--- src/rtl/io_arbiter.sv ---
// io-card access arbiter: CPU accesses pass through combinationally when granted,
// host accesses run as latched setup/strobe/done transactions with alternating priority.
module io_arbiter #(
  parameter int unsigned STROBE_CYCLES = 2
) (
  input  logic       i_clk,
  input  logic       i_resetn,
  input  logic       i_cpuIoNCE,
  input  logic [7:0] i_cpuIoAddress,
  input  logic       i_cpuIoNOE,
  input  logic       i_cpuIoNWE,
  output logic       o_cpuWait,
  input  logic       i_hostReq,
  input  logic       i_hostWE,
  input  logic [7:0] i_hostAddr,
  input  logic [7:0] i_hostWData,
  output logic       o_hostAck,
  output logic [7:0] o_hostRData,
  input  logic [7:0] i_bus,
  output logic [7:0] o_bus,
  output logic       o_busNOE,
  output logic       o_ioNCE,
  output logic       o_ioNOE,
  output logic       o_ioNWE,
  output logic [7:0] o_ioAddress
);

  typedef enum logic [2:0] {
    IDLE,
    CPU,
    HSETUP,
    HSTROBE,
    HDONE
  } state_t;

  typedef enum logic {
    GRANT_CPU,
    GRANT_HOST
  } grant_t;

  localparam logic [3:0] STROBE_LOAD = 4'(STROBE_CYCLES - 1);

  state_t     state;
  grant_t     last_grant;
  logic [3:0] count;
  logic       host_we;
  logic [7:0] host_addr;
  logic [7:0] host_wdata;
  logic [7:0] rdata;
  logic       cpu_req;
  logic       grant_cpu;

  assign cpu_req = ~i_cpuIoNCE;

  // On a tie in IDLE the CPU loses only if it was the side granted last.
  assign grant_cpu = (state == CPU) ||
                     ((state == IDLE) && cpu_req &&
                      !(i_hostReq && (last_grant == GRANT_CPU)));

  assign o_cpuWait   = cpu_req & ~grant_cpu;
  assign o_hostAck   = (state == HDONE);
  assign o_hostRData = rdata;

  always_ff @(posedge i_clk or negedge i_resetn) begin
    if (!i_resetn) begin
      state      <= IDLE;
      last_grant <= GRANT_HOST;
      count      <= '0;
      host_we    <= 1'b0;
      host_addr  <= '0;
      host_wdata <= '0;
      rdata      <= '0;
    end else begin
      case (state)
        IDLE: begin
          if (grant_cpu) begin
            state      <= CPU;
            last_grant <= GRANT_CPU;
          end else if (i_hostReq) begin
            state      <= HSETUP;
            last_grant <= GRANT_HOST;
            host_we    <= i_hostWE;
            host_addr  <= i_hostAddr;
            host_wdata <= i_hostWData;
          end
        end
        CPU: begin
          if (!cpu_req) begin
            state <= IDLE;
          end
        end
        HSETUP: begin
          state <= HSTROBE;
          count <= STROBE_LOAD;
        end
        HSTROBE: begin
          if (count == 4'd0) begin
            state <= HDONE;
            if (!host_we) begin
              rdata <= i_bus;
            end
          end else begin
            count <= count - 4'd1;
          end
        end
        HDONE: begin
          state <= IDLE;
        end
        default: begin
          state <= IDLE;
        end
      endcase
    end
  end

  always_comb begin
    o_ioNCE     = 1'b1;
    o_ioNOE     = 1'b1;
    o_ioNWE     = 1'b1;
    o_ioAddress = '0;
    o_busNOE    = 1'b1;
    o_bus       = '0;
    if (grant_cpu) begin
      o_ioNCE     = i_cpuIoNCE;
      o_ioNOE     = i_cpuIoNOE;
      o_ioNWE     = i_cpuIoNWE;
      o_ioAddress = i_cpuIoAddress;
    end else begin
      case (state)
        HSETUP, HSTROBE, HDONE: begin
          o_ioNCE     = 1'b0;
          o_ioAddress = host_addr;
          if (state == HSTROBE) begin
            o_ioNOE = host_we;
            o_ioNWE = ~host_we;
          end
          if (host_we) begin
            o_busNOE = 1'b0;
            o_bus    = host_wdata;
          end
        end
        default: begin
          o_ioNCE = 1'b1;
        end
      endcase
    end
  end

endmodule

--- config.mk ---
export PLATFORM = sky130hd
export DESIGN_NAME = io_arbiter
export DESIGN_NICKNAME = d
export VERILOG_FILES = /design/src/rtl/io_arbiter.sv
export SDC_FILE = /design/constraint.sdc
export NUM_CORES = 1
export LEC_CHECK = 0
export ABC_CLOCK_PERIOD_IN_PS = 2900
export BUFFER_PORTS_ARGS = -buffer_cell sky130_fd_sc_hd__buf_2
export CAP_MARGIN = 20
export CORE_UTILIZATION = 48
export CTS_CLUSTER_SIZE = 20
export DETAILED_ROUTE_END_ITERATION = 8
export GPL_ROUTABILITY_DRIVEN = 0
export PLACE_DENSITY = 0.77
export SYNTH_ARGS = -nofsm -noshare
export SYNTH_HDL_FRONTEND = slang
export SYNTH_SLANG_ARGS = --single-unit
--- constraint.sdc ---
create_clock -name i_clk -period 2.9 [get_ports i_clk]
set_clock_uncertainty 0.2 [all_clocks]
set_input_delay 0.87 -clock i_clk [delete_from_list [all_inputs] [get_ports i_clk]]
set_output_delay 0.87 -clock i_clk [all_outputs]
set_load 0.02 [all_outputs]
Word level (Yosys, flattened, before mapping)
Index checks and enable logic that the tools add are counted.

storage, ports and cells
  word-level logic and storage cells = 61
  flip-flop bits (word level) = 33
  input port bits = 39
  output and inout bits = 30

cells by class
  bitwise gates (word level) = 5
  reductions and logical operators = 15
  equal/unequal tests = 8
  mux-type cells = 25
  add/sub/neg operators = 1

operators with widths
  cell                                                                 number
  8-bit two-way mux                                                    5
  1-bit two-way mux                                                    13
  3-bit two-way mux                                                    4
  3-bit one-hot mux with 4 select lines                                1
  3-bit AND reduction                                                  3
  4-bit one-hot mux with 2 select lines                                1
  3-bit by 2-bit == test with 1-bit output (second input constant)     2
  2-bit != test (second input constant)                                3
  4-bit zero test                                                      1
  4-bit two-way mux                                                    1
  1-bit NOT                                                            4
  2-bit AND reduction                                                  2
  2-bit nonzero test                                                   2
  4-bit by 1-bit subtractor with 4-bit output (second input constant)  1
  3-bit by 1-bit == test with 1-bit output (second input constant)     1
  3-bit == test (second input constant)                                1
  1-bit logical AND                                                    3
  3-bit zero test                                                      1
  3-bit != test (second input constant)                                1
  3-bit OR reduction                                                   1
  1-bit bitwise AND                                                    1
  1-bit zero test                                                      1
  1-bit logical OR                                                     1

Longest topological paths before layout
Gate-level depths: netlist of the first run.

  depth in word-level cells = 7
  gate-level depth with buffers = 5
  depth with buffers taken out = 5

Worst setup path after synthesis of the first run
No wires, ideal clock.

  path type = input -> output
  start = input port i_hostReq
  end = output port o_ioAddress[0]
  arrival time = 1.849 ns
  stages = 3
  path slack = -0.019 ns
  cell sequence = nor3b_2 > a2111oi_4 > a22o_1

on the way
  word-level cells in the longest chain between the ends = 5

RTL lines
  element             line  text
  start: declaration  13    input logic i_hostReq,
  1-bit logical AND   58    !(i_hostReq && (last_grant == GRANT_CPU)));
  1-bit zero test     58
  1-bit logical AND   57    ((state == IDLE) && cpu_req &&
  1-bit logical OR    56    assign grant_cpu = (state == CPU) ||
  8-bit two-way mux   123   if (grant_cpu) begin
  end: declaration    25    output logic [7:0] o_ioAddress

No other way between the ends.

Worst setup path after layout of the first run
  start = input port i_hostReq
  end = output port o_ioAddress[2]

The elaborated chain is that of the path after synthesis.

==> impl_summary.log, run 1 <==
[metrics] outcome: complete, but fails checks
[metrics] violated checks: negative setup slack
[metrics] pin count of the biggest net entering global routing: 34
[metrics] Clock Pin Slew Worst Setup and Hold Paths: 100 ps
[metrics] RSZ-0062 raised after global routing: yes
[metrics] total power divided by cell area: 1238 nW/um^2
[metrics] post-route fraction of the period consumed by the critical path: 102.7%
[metrics] Pre-Repair DR Iteration Count: 4
[metrics] Final Critical Period: 2979 ps
[metrics] top-level I/O count: 69
[metrics] Final Worst Setup Slack: -78.57 ps
[metrics] number of input and output port buffers inserted: 68
[metrics] number of antenna-violating nets in the routed design: 0
[metrics] number of buffers inserted by hold repair at cts: 0
[metrics] Synth Cell Area: 1722 um^2
[metrics] slowest cell on the critical path: sky130_fd_sc_hd__a2111oi_4
[metrics] CP cell instances: buf_6, nor3b_4, a2111oi_4, buf_4, a22o_1, buf_6
[metrics] Slowest Stage Delay on Critical Path: 270 ps
[metrics] number of warnings issued by yosys: 0
[metrics] highest achievable clock rate: 335.7 MHz
[metrics] DR DRC count: 0
[metrics] die area: 3830 um^2
[metrics] largest fanout on the critical path: 5
[metrics] routed wire length: 4081 um
[metrics] clock buffers created by TritonCTS: 5
[metrics] remaining global-route overflow: 0
[metrics] Net count, final: 251
[metrics] Crit path required time: 1830 ps
[metrics] Worst-Skew Late Latency: 340 ps
[metrics] clock sink count: 33
[metrics] number of H-tree levels: 2
[metrics] vias in the first global route: 1301
[metrics] worst slack, placed: -62.78 ps
[metrics] root buffer selected by CTS: sky130_fd_sc_hd__clkbuf_4
[metrics] die boundary width: 61.89 um
[metrics] number of instances in the synthesized netlist: 135
[metrics] area growth from synthesis to layout: 34.67%
[metrics] antenna violations before repair: 0
[metrics] Worst Path Buf+Inv: 3
[metrics] kind of capture point of the worst setup path: output port
[metrics] hold slack final: 316.4 ps
[metrics] leakage power summed over all cells: 1.173 nW
[metrics] share of layout cells above drive strength 1: 57.55%
[metrics] instance count after placement with tap cells included: 247
[metrics] worst slew margin relative to its limit: 51.54%
[metrics] first-pass GRT wire length: 5913 um
[metrics] sequential cell area fraction in the yosys report: 48.04%
[metrics] Global Route Usage Sum: 22.00%
[metrics] most frequent cells in the layout: sky130_fd_sc_hd__buf_2 (57), sky130_fd_sc_hd__dfrtp_1 (31), sky130_fd_sc_hd__mux2_2 (15)
[metrics] clock tree from TritonCTS: yes
[metrics] critical path's most frequent cell: sky130_fd_sc_hd__buf_6
[metrics] crit-path leading delay family: compound AO/OA/AOI/OAI gates
[metrics] register bit count reported by yosys: 33
[metrics] count of endpoints failing setup in the final report: 9
[metrics] number of standard cells in the final layout excluding fillers: 258
[metrics] kind of critical path: input port to output port
[metrics] pins over their slew limit: 0
[metrics] vias per std cell: 5.430
[metrics] violation count after the first detailed-routing iteration: 40
[metrics] net count after synthesis: 175
[metrics] dpl hpwl: 2744 um
[metrics] Netlist cell types: 39
[metrics] die span in y: 61.89 um
[metrics] final routed wire length divided by cell count: 15.82 um
[metrics] area of the core: 3390 um^2
[metrics] final core utilization: 68.40%
[metrics] crit start category: input port
[metrics] Bufs on Longest Clock Path: 2
[metrics] number of rows created at floorplan: 21
[metrics] maximum VDD drop: 697.4 uV
[metrics] total number of vias: 1401
[metrics] Final Hold Vio Count: 0
[metrics] Worst Hold Class: flop to flop
[metrics] starting density of the core: 50.79%
[metrics] n_diodes: 0
[metrics] most common cell after layout, fill and taps aside: sky130_fd_sc_hd__buf_2
[metrics] transition time at the pin with the least slew margin: 727.0 ps
[metrics] maximum capacitance violations: 0
[metrics] average size of a mapped cell: 12.75 um^2
[metrics] CP Data Arrival Time: 1910 ps
Yosys cell counts, drive strengths merged:
| cell | n | area [um^2] |
|---|---|---|
| mux2i | 1 | 10.01 |
| o31ai | 1 | 7.510 |
| clkbuf | 2 | 7.510 |
| and3 | 9 | 56.30 |
| nand3b | 1 | 7.510 |
| o21a | 1 | 7.510 |
| o32a | 1 | 10.01 |
| a31oi | 1 | 6.260 |
| dfrtp | 32 | 800.8 |
| a22o | 9 | 78.83 |
| a21oi | 3 | 15.01 |
| nand2 | 4 | 15.01 |
| o21ai | 2 | 10.01 |
| nand4 | 1 | 21.27 |
| inv | 6 | 22.52 |
| nor4b | 1 | 8.760 |
| nand3 | 2 | 22.52 |
| a32oi | 1 | 8.760 |
| dfstp | 1 | 26.28 |
| nor2b | 3 | 18.77 |
| ha | 1 | 12.51 |
| a21o | 1 | 8.760 |
| o32ai | 2 | 17.52 |
| nand2b | 3 | 18.77 |
| nor2 | 5 | 18.77 |
| nor3b | 3 | 38.79 |
| buf | 7 | 56.30 |
| nor3 | 3 | 26.28 |
| o22ai | 1 | 6.260 |
| a221o | 1 | 10.01 |
| mux2 | 25 | 319.0 |
| a2111oi | 1 | 27.53 |
what timing repair did:
item | CTS | global route
endpoints found under the setup margin | 16 | 18
pin swaps | 1 | 4
setup buffers | 1 | 2
cloned | 1 | 0
resized for setup | 17 | 10
report_power, final:
part	switching, W	internal (W)	leakage [nW]	total [W]
sequential	0.000203	0.000692	0.394	0.000894
clock	0.000163	0.000206	0.0455	0.000369
combinational	0.000803	0.000805	0.733	0.00161
final timing paths:
path / slack [ps] / endpoint / depth (start not counted) / startpoint
worst min register to register: 320 / host_wdata[0] / 1 / host_wdata[0]
max in group asynchronous: 1630 / state[0] / 1 / i_resetn
min in group asynchronous: 370 / host_addr[2] / 1 / i_resetn
worst min-delay path: 320 / host_wdata[0] / 1 / host_wdata[0]
worst max register to register: 880 / host_wdata[7] / 4 / state[1]
worst max-delay path: -80 / o_ioAddress[2] / 6 / i_hostReq
cells by family after synthesis:
| family | synth area share (%) |
|---|---|
| AOI/OAI and AO/OA | 12.43 |
| buffers and inverters | 5.014 |
| DFF | 48.04 |
| adders and majority gates | 0.7266 |
| muxes | 19.11 |
| and+or+nand+nor | 14.68 |
per-layer routing:
| metal | part of all wire [%] | vias up | wire length (um) | track usage, % |
|---|---|---|---|---|
| met1 | 41 | 692 | 1674 | 28.59 |
| li1 | - | 647 | - | - |
| met4 | 2.5 | 0 | 101 | 11.11 |
| met5 | 0 | - | 0 | 0 |
| met3 | 6.8 | 10 | 277 | 5.176 |
| met2 | 50 | 52 | 2028 | 34.56 |
stage by stage:
stage	instance area, um^2	power (W)	setup TNS, ps
after CTS	2270	0.002791	-201.8
final	2318	0.002871	-387.3
after detailed placement	2108	0.002282	-401.7
after floorplan	1722	0.001894	0
after global placement	2108	0.002223	-28.12
after global routing	2318	0.003021	-1552
flip-flops by register name (all words and copies together), names as in the netlist:
name         flops
o_hostRData      8
host_we          1
host_wdata       8
count            4
state            3
last_grant       1
host_addr        8
area by class of cell:
type	count	area [um^2]
fill	245	1071
multi-input combinational	87	832.0
clock buffer	7	55.05
clock inverter	1	30.03
inverter	6	22.52
timing repair buffer	78	493.0
tap	46	57.56
sequential	33	828.3
(Power assumes the default switching activity.)
==> run 2: changes to the inputs <==
--- a/config.mk
+++ b/config.mk
@@ -8,6 +8,7 @@
 export ABC_CLOCK_PERIOD_IN_PS = 2900
 export BUFFER_PORTS_ARGS = -buffer_cell sky130_fd_sc_hd__buf_2
 export CAP_MARGIN = 20
+export CORE_ASPECT_RATIO = 0.8
 export CORE_UTILIZATION = 48
 export CTS_CLUSTER_SIZE = 20
 export DETAILED_ROUTE_END_ITERATION = 8
==> constraint.sdc (replaced) <==
create_clock -name i_clk -period 2.9 [get_ports i_clk]
set_clock_uncertainty 0.2 [all_clocks]
set_input_delay 0.145 -clock i_clk [delete_from_list [all_inputs] [get_ports i_clk]]
set_output_delay 0.145 -clock i_clk [all_outputs]
set_load 0.02 [all_outputs]
==> run 2 against run 1 <==
The flow now finishes without violations. Sequential share of layout area down 1.3 points. Cell area up 3.7%. Fmax up 17%. Cell count up 5.0%. Global-route usage up 0.87 points. Die area about the same. Clock power down 12%. Register-to-register slack better by 50 ps. Highest routed layer unchanged. Worst hold slack worse by 200 ps. Sequential power up 3.7%. Combinational power down 18%.
==> impl_summary.log, run 2 (same netlist as run 1, synthesis figures left out) <==
[metrics] length of routed met2 wiring: 1870 um (-7.8%)
[metrics] antenna violations before repair: 0 (unchanged)
[metrics] area of the core: 3423 um^2 (+1.0%)
[metrics] post-route fraction of the period consumed by the critical path: 87.76% (-15 points)
[metrics] number of buffers inserted by hold repair at cts: 27 (+27)
[metrics] Final Critical Period: 2545 ps (-433.6 ps)
[metrics] outcome: completed
[metrics] leakage power summed over all cells: 1.205 nW (+2.8%)
[metrics] routed length on met3: 202 um (-27%)
[metrics] number of H-tree levels: 2 (unchanged)
[metrics] clock buffers created by TritonCTS: 5 (unchanged)
[metrics] die span in y: 55.57 um (-10%)
[metrics] vias per std cell: 5.273 (-2.9%)
[metrics] root buffer selected by CTS: sky130_fd_sc_hd__clkbuf_8
[metrics] depth of the critical timing path with buffers and inverters included: 4 (-2)
[metrics] capturing point of the worst reg2reg path: o_hostRData[1]
[metrics] count of endpoints failing setup in the final report: 0 (-9)
[metrics] dpl hpwl: 2563 um (-6.6%)
[metrics] Net Sw Frac: 42.26% (+1.5 points)
[metrics] Worst Path Buf+Inv: 2 (-1)
[metrics] Net count, final: 268 (+6.8%)
[metrics] total power divided by cell area: 1071 nW/um^2 (-14%)
[metrics] remaining global-route overflow: 0 (unchanged)
[metrics] maximum VDD drop: 711.5 uV (+2.0%)
[metrics] start point of the critical path: state[0]
[metrics] top routing layer in use: met4
[metrics] cells on worst reg2reg path: 5 (+1)
[metrics] Post-DP Area: 2051 um^2 (-2.7%)
[metrics] worst slew margin relative to its limit: 52.02% (+0.49 points)
[metrics] starting density of the core: 50.29% (-0.50 points)
[metrics] RSZ-0062 raised after global routing: no
[metrics] final routed wire length divided by cell count: 14.38 um (-9.1%)
[metrics] Worst Hold Class: input port to flop
[metrics] clock sink count: 33 (unchanged)
[metrics] area growth from synthesis to layout: 39.61%
[metrics] CP Data Arrival Time: 2200 ps (+290 ps)
[metrics] die boundary width: 68.96 um (+11%)
[metrics] DR DRC count: 0 (unchanged)
[metrics] die area: 3832 um^2 (about the same)
[metrics] transition time at the pin with the least slew margin: 719.7 ps (-7.310 ps)
[metrics] clock tree from TritonCTS: yes
[metrics] Slowest Stage Delay on Critical Path: 700 ps (+430 ps)
[metrics] crit start category: flop
[metrics] net switching power: 0.001088 W (-7.0%)
[metrics] first-pass GRT wire length: 6451 um (+9.1%)
[metrics] Crit path required time: 2560 ps (+730 ps)
[metrics] Flop pwr share: 36.0% (+4.9 points)
[metrics] vias in the first global route: 1385 (+6.5%)
[metrics] kind of capture point of the worst setup path: output port
[metrics] number of input and output port buffers inserted: 68 (unchanged)
[metrics] violation count after the first detailed-routing iteration: 96 (+140%)
[metrics] largest fanout on the critical path: 15 (+10)
[metrics] Global Route Usage Sum: 22.87% (+0.87 points)
[metrics] total number of vias: 1429 (+2.0%)
[metrics] most frequent cells in the layout: sky130_fd_sc_hd__buf_2 (68), sky130_fd_sc_hd__dfrtp_1 (32), sky130_fd_sc_hd__dlygate4sd3_1 (27)
[metrics] highest achievable clock rate: 392.9 MHz (+17%)
[metrics] length of routed wiring on met1: 1704 um (+1.8%)
[metrics] Final Hold Vio Count: 0 (unchanged)
[metrics] Clock Pin Slew Worst Setup and Hold Paths: 60 ps (-40 ps)
[metrics] Worst-Skew Late Latency: 280 ps (-60 ps)
[metrics] routed wire length: 3898 um (-4.5%)
[metrics] Post-Layout Inst Area: 2404 um^2 (+3.7%)
[metrics] post-cts resize count: 0 (-17)
[metrics] Total Negative Setup Slacks: 0 ps (+387.3 ps)
[metrics] slowest cell on the critical path: sky130_fd_sc_hd__dfrtp_1
[metrics] Bufs on Longest Clock Path: 2 (unchanged)
[metrics] share of total power in the clock network: 12.6% (-0.3 points)
[metrics] Fillers: 250 (+2.0%)
[metrics] kind of critical path: flop to output port
[metrics] pin count of the biggest net entering global routing: 34 (unchanged)
[metrics] share of layout cells above drive strength 1: 47.16% (-10 points)
[metrics] number of antenna-violating nets in the routed design: 0 (unchanged)
[metrics] buffer count from post-CTS setup fixing: 0 (-1)
[metrics] internal power: 0.001486 W (-13%)
[metrics] destination of the critical timing path: o_ioAddress[5]
[metrics] Pre-Repair DR Iteration Count: 4 (unchanged)
[metrics] crit-path leading delay family: compound AO/OA/AOI/OAI gates
[metrics] CP cell instances: inv_1, a2111oi_4, a22o_1, buf_2
[metrics] reg-to-reg startpoint: count[1]
[metrics] pins over their slew limit: 0 (unchanged)
[metrics] setup slack of the worst register-to-register path: 930 ps (+50 ps)
[metrics] hold slack final: 114.6 ps (-201.9 ps)
[metrics] most common cell after layout, fill and taps aside: sky130_fd_sc_hd__buf_2
[metrics] startpoint of the worst hold path: i_cpuIoNCE
[metrics] maximum capacitance violations: 0 (unchanged)
[metrics] number of rows created at floorplan: 19 (-9.5%)
[metrics] combinational cell fraction of total power: 51.4% (-4.6 points)
[metrics] n_diodes: 0 (unchanged)
[metrics] final core utilization: 70.21% (+1.8 points)
[metrics] top-level I/O count: 69 (unchanged)
## run 2: stage by stage
| step | instances | setup slack [ps] | power [W] |
|---|---|---|---|
| after floorplan | 135 | 790.0 | 0.001893 |
| after global placement | 236 | 768.9 | 0.002162 |
| after detailed placement | 236 | 688.0 | 0.002212 |
| after CTS | 271 | 370.3 | 0.002575 |
| after global routing | 271 | 212.8 | 0.002744 |
| final | 271 | 355.0 | 0.002574 |
## run 2: worst min path at each step
stage | endpoint | depth (start not counted)
finish | state[0] | 3
global route | state[0] | 3
CTS | state[0] | 3
detailed placement | count[3] | 1
global placement | host_addr[1] | 1
floorplan | count[0] | 0
## run 2: layout make-up
cell class              instances  area, um^2  share of cell area, %
well taps                      42       52.55                  2.186
inverters                       6       22.52                 0.9370
clock inverters                 2       10.01                 0.4164
multi-input cells              87       808.3                  33.63
clock buffers                   6       72.57                  3.019
repair buffers                 95       610.6                  25.40
flip-flops and latches         33       827.0                  34.41
## run 2: metal layers
layer	GRT usage, %	vias up
met2	33.29	44
met5	0	-
li1	-	675
met1	31.01	696
met3	7.025	14
met4	10.20	0
## run 2: tightest hold or removal path, delay by kind of cell
family          cells  cell delay [ps]
buf+inv             1              150
simple gates        1               90
compound gates      1              170
## run 2: power groups by stage
stage	Clock [W]	Combinational, W	Sequential [W]
floorplan	0	0.00102	0.000876
global placement	0	0.00126	0.000905
detailed placement	0	0.00129	0.000924
CTS	0.000335	0.00132	0.000920
global route	0.000354	0.00143	0.000961
finish	0.000325	0.00132	0.000927
==> run 3: changes to the inputs <==
--- a/config.mk
+++ b/config.mk
@@ -5,6 +5,7 @@
 export SDC_FILE = /design/constraint.sdc
 export NUM_CORES = 1
 export LEC_CHECK = 0
+export ABC_AREA = 1
 export ABC_CLOCK_PERIOD_IN_PS = 2900
 export BUFFER_PORTS_ARGS = -buffer_cell sky130_fd_sc_hd__buf_2
 export CAP_MARGIN = 20
@@ -12,7 +13,6 @@
 export CORE_UTILIZATION = 48
 export CTS_CLUSTER_SIZE = 20
 export DETAILED_ROUTE_END_ITERATION = 8
-export GPL_ROUTABILITY_DRIVEN = 0
 export PLACE_DENSITY = 0.77
 export SYNTH_ARGS = -nofsm -noshare
 export SYNTH_HDL_FRONTEND = slang
==> run 3 against run 2 <==
Die area is essentially flat. Utilization rose by 0.073 points. Clock power is 6% higher. Critical path depth up 4. Power fell by 7.6%. Global-route usage decreased by 0.097 points. Combinational power down 7%. Fmax rose by 12%. Critical path type unchanged. Largest cell class unchanged.
==> impl_summary.log, run 3 <==
[metrics] outcome: completed
[metrics] die boundary width: 68.99 um (about the same)
[metrics] crit start category: flop
[metrics] highest achievable clock rate: 439.6 MHz (+12%)
[metrics] top-level I/O count: 69 (unchanged)
[metrics] remaining global-route overflow: 0 (unchanged)
[metrics] share of layout cells above drive strength 1: 33.55% (-14 points)
[metrics] vias in the first global route: 1471 (+6.2%)
[metrics] count of endpoints failing setup in the final report: 0 (unchanged)
[metrics] worst hold stages: 6 (+3)
[metrics] starting density of the core: 50.33% (about the same)
[metrics] number of instances in the synthesized netlist: 218 (+61%)
[metrics] number of flops mapped to enable cells by yosys: 0 (unchanged)
[metrics] mux share of post-synthesis cell area: 0% (-19 points)
[metrics] area growth from synthesis to layout: 39.65% (about the same)
[metrics] register bit count reported by yosys: 33 (unchanged)
[metrics] dominant cell type by area after synthesis: sky130_fd_sc_hd__dfrtp_1
[metrics] vias per std cell: 4.541 (-14%)
[metrics] area taken by flip-flops and latches: 827.0 um^2 (unchanged)
[metrics] Synth Cell Area: 1723 um^2 (about the same)
[metrics] number of rows created at floorplan: 19 (unchanged)
[metrics] dpl hpwl: 2448 um (-4.5%)
[metrics] synth top area cells: sky130_fd_sc_hd__dfrtp_1 (46%), sky130_fd_sc_hd__nand2_1 (16%), sky130_fd_sc_hd__o21ai_2 (9.7%)
[metrics] proportion of netlist area held by the largest area contributor: 46.48% (about the same)
[metrics] post-route fraction of the period consumed by the critical path: 78.44% (-9.3 points)
[metrics] compound-cell area share of the yosys netlist: 14.45% (+2.0 points)
[metrics] root buffer selected by CTS: sky130_fd_sc_hd__clkbuf_8
[metrics] reg-to-reg startpoint: state[1]
[metrics] kind of critical path: flop to output port
[metrics] clock buffers created by TritonCTS: 5 (unchanged)
[metrics] area of the core: 3423 um^2 (unchanged)
[metrics] total number of vias: 1612 (+13%)
[metrics] buffer count from post-CTS setup fixing: 0 (unchanged)
[metrics] first-pass GRT wire length: 6382 um (-1.1%)
[metrics] Pre-Repair DR Iteration Count: 4 (unchanged)
[metrics] routed length on met3: 157 um (-22%)
[metrics] sequential cell area fraction in the yosys report: 48.00% (about the same)
[metrics] Net count, final: 353 (+32%)
[metrics] simple-gate share of the synthesized area: 24.98% (+10 points)
[metrics] Worst-Skew Late Latency: 280 ps (about the same)
[metrics] Final Hold Vio Count: 0 (unchanged)
[metrics] violation count after the first detailed-routing iteration: 113 (+18%)
[metrics] pins over their slew limit: 0 (unchanged)
[metrics] average size of a mapped cell: 7.903 um^2 (-38%)
[metrics] overall power: 0.002377 W (-7.6%)
[metrics] Clock Pin Slew Worst Setup and Hold Paths: 70 ps (about the same)
[metrics] number of warnings issued by yosys: 0 (unchanged)
[metrics] Bufs on Longest Clock Path: 2 (unchanged)
[metrics] leakage power summed over all cells: 1.365 nW (+13%)
[metrics] post-cts resize count: 0 (unchanged)
[metrics] die area: 3835 um^2 (about the same)
[metrics] Worst Hold Class: input port to flop
[metrics] Crit path required time: 2560 ps (about the same)
[metrics] maximum capacitance violations: 0 (unchanged)
[metrics] routed wire length: 3740 um (-4.1%)
[metrics] weighted congestion at the end of routability-driven global placement: 0.8089
[metrics] antenna violations before repair: 0 (unchanged)
[metrics] top routing layer in use: met4
[metrics] clock tree from TritonCTS: yes
[metrics] cells on worst reg2reg path: 6 (+1)
[metrics] capturing point of the worst reg2reg path: host_wdata[1]
[metrics] final routed wire length divided by cell count: 10.54 um (-27%)
[metrics] clock sink count: 33 (unchanged)
[metrics] Post-Synth XOR/XNOR Area: 0.5084% (+0.51 points)
[metrics] Synth Flop Type: sky130_fd_sc_hd__dfrtp_1
[metrics] number of H-tree levels: 2 (unchanged)
[metrics] pin count of the biggest net entering global routing: 36 (+5.9%)
[metrics] startpoint of the worst hold path: i_hostReq
[metrics] most frequent cells in the layout: sky130_fd_sc_hd__nand2_1 (75), sky130_fd_sc_hd__buf_2 (68), sky130_fd_sc_hd__inv_1 (33)
[metrics] Total Negative Setup Slacks: 0 ps (unchanged)
[metrics] n_diodes: 0 (unchanged)
[metrics] Netlist cell types: 21 (-46%)
[metrics] Global Route Usage Sum: 22.77% (-0.097 points)
[metrics] Final Critical Period: 2275 ps (-270.1 ps)
[metrics] most common cell after layout, fill and taps aside: sky130_fd_sc_hd__nand2_1
[metrics] transition time at the pin with the least slew margin: 724.7 ps (+5.073 ps)
[metrics] final core utilization: 70.29% (+0.073 points)
[metrics] total power divided by cell area: 988.0 nW/um^2 (-7.7%)
[metrics] multi-input combinational cell area: 700.7 um^2 (-13%)
[metrics] endpoint with the worst hold slack: last_grant
[metrics] length of routed wiring on met1: 1681 um (-1.3%)
[metrics] worst slew margin relative to its limit: 51.63% (-0.39 points)
[metrics] Fillers: 305 (+22%)
[metrics] list of most frequent post-synthesis cells: sky130_fd_sc_hd__nand2_1 (75), sky130_fd_sc_hd__inv_1 (33), sky130_fd_sc_hd__dfrtp_1 (32), sky130_fd_sc_hd__o21ai_2 (19), sky130_fd_sc_hd__nor2_1 (16)
[metrics] number of input and output port buffers inserted: 68 (unchanged)
[metrics] RSZ-0062 raised after global routing: no
[metrics] length of routed met2 wiring: 1837 um (-1.8%)
[metrics] Synth async-reset ratio: 100.0% (unchanged)
[metrics] DR DRC count: 0 (unchanged)
[metrics] largest fanout on the critical path: 12 (-3)
[metrics] kind of capture point of the worst setup path: output port
[metrics] die span in y: 55.59 um (about the same)
[metrics] most common cell in the synthesized netlist: sky130_fd_sc_hd__nand2_1
[metrics] maximum VDD drop: 600.1 uV (-16%)
[metrics] net count after synthesis: 258 (+47%)
[metrics] dominant combinational cell family by area after synthesis: simple AND/OR/NAND/NOR gates
[metrics] Synth Area in Adders: 0.7262% (about the same)
[metrics] setup slack of the worst register-to-register path: 850 ps (-80 ps)
[metrics] CP Data Arrival Time: 1930 ps (-270 ps)
[metrics] number of antenna-violating nets in the routed design: 0 (unchanged)
-- run 3: layout make-up --
cell class / count / share of cell area (%)
multi-input combinational: 142 / 29.12
tap: 42 / 2.184
clock buffer: 7 / 3.588
inverter: 37 / 5.772
sequential: 33 / 34.37
timing repair buffer: 94 / 24.96
-- run 3: cell families after synthesis --
kind of cell    Yosys count
buf+inv                  43
fa+ha+maj                 1
flops                    33
simple gates            105
xor+xnor                  1
compound gates           35
-- run 3: timing repair --
action | 4_1_cts | 5_1_grt
setup endpoints to repair | 0 | 0
hold buffers | 26 | 0
hold endpoints to repair | 57 | 0
-- run 3: where the power goes --
part | internal [W] | total (W) | switching, W | leakage (nW)
Combinational | 0.000432 | 0.00123 | 0.000794 | 0.911
Clock | 0.000188 | 0.000344 | 0.000156 | 0.0443
Sequential | 0.000675 | 0.000807 | 0.000133 | 0.410
Total | 0.00129 | 0.00238 | 0.00108 | 1.36
-- run 3: how the worst max path moves through the flow --
stage	startpoint	endpoint	slack (ps)	cells after the start
floorplan	state[1]	o_ioAddress[0]	1180	7
global placement	state[1]	host_wdata[3]	970	6
detailed placement	state[1]	host_addr[6]	880	6
CTS	state[1]	o_ioNOE	610	8
global route	state[1]	o_ioNOE	440	8
finish	state[1]	o_ioNOE	630	8
-- run 3: worst max-delay path, stage by stage, from the launching register on --
cell and delay (ps):
sky130_fd_sc_hd__dfrtp_1 390, sky130_fd_sc_hd__inv_1 100, sky130_fd_sc_hd__nand2_2 80, sky130_fd_sc_hd__nor2_2 180, sky130_fd_sc_hd__nand2_1 160, sky130_fd_sc_hd__nand2_1 340, sky130_fd_sc_hd__nand2_1 80, sky130_fd_sc_hd__o21ai_0 100
sky130_fd_sc_hd__buf_2 200
-- run 3: layer usage --
metal	vias up	track usage (%)
li1	851	-
met1	716	27.24
met2	39	38.56
met3	6	5.533
met4	0	8.746
met5	-	0
-- run 3: stage by stage --
stage,instances,instance area [um^2],worst slack (ps),hold slack (ps)
6_report,355,2406,625.1,65.75
3_3_place_gp,322,2059,968.6,42.05
2_1_floorplan,218,1723,1179,-350.6
3_5_place_dp,322,2059,882.3,44.02
4_1_cts,355,2406,612.2,58.65
5_1_grt,355,2406,436.3,118.4
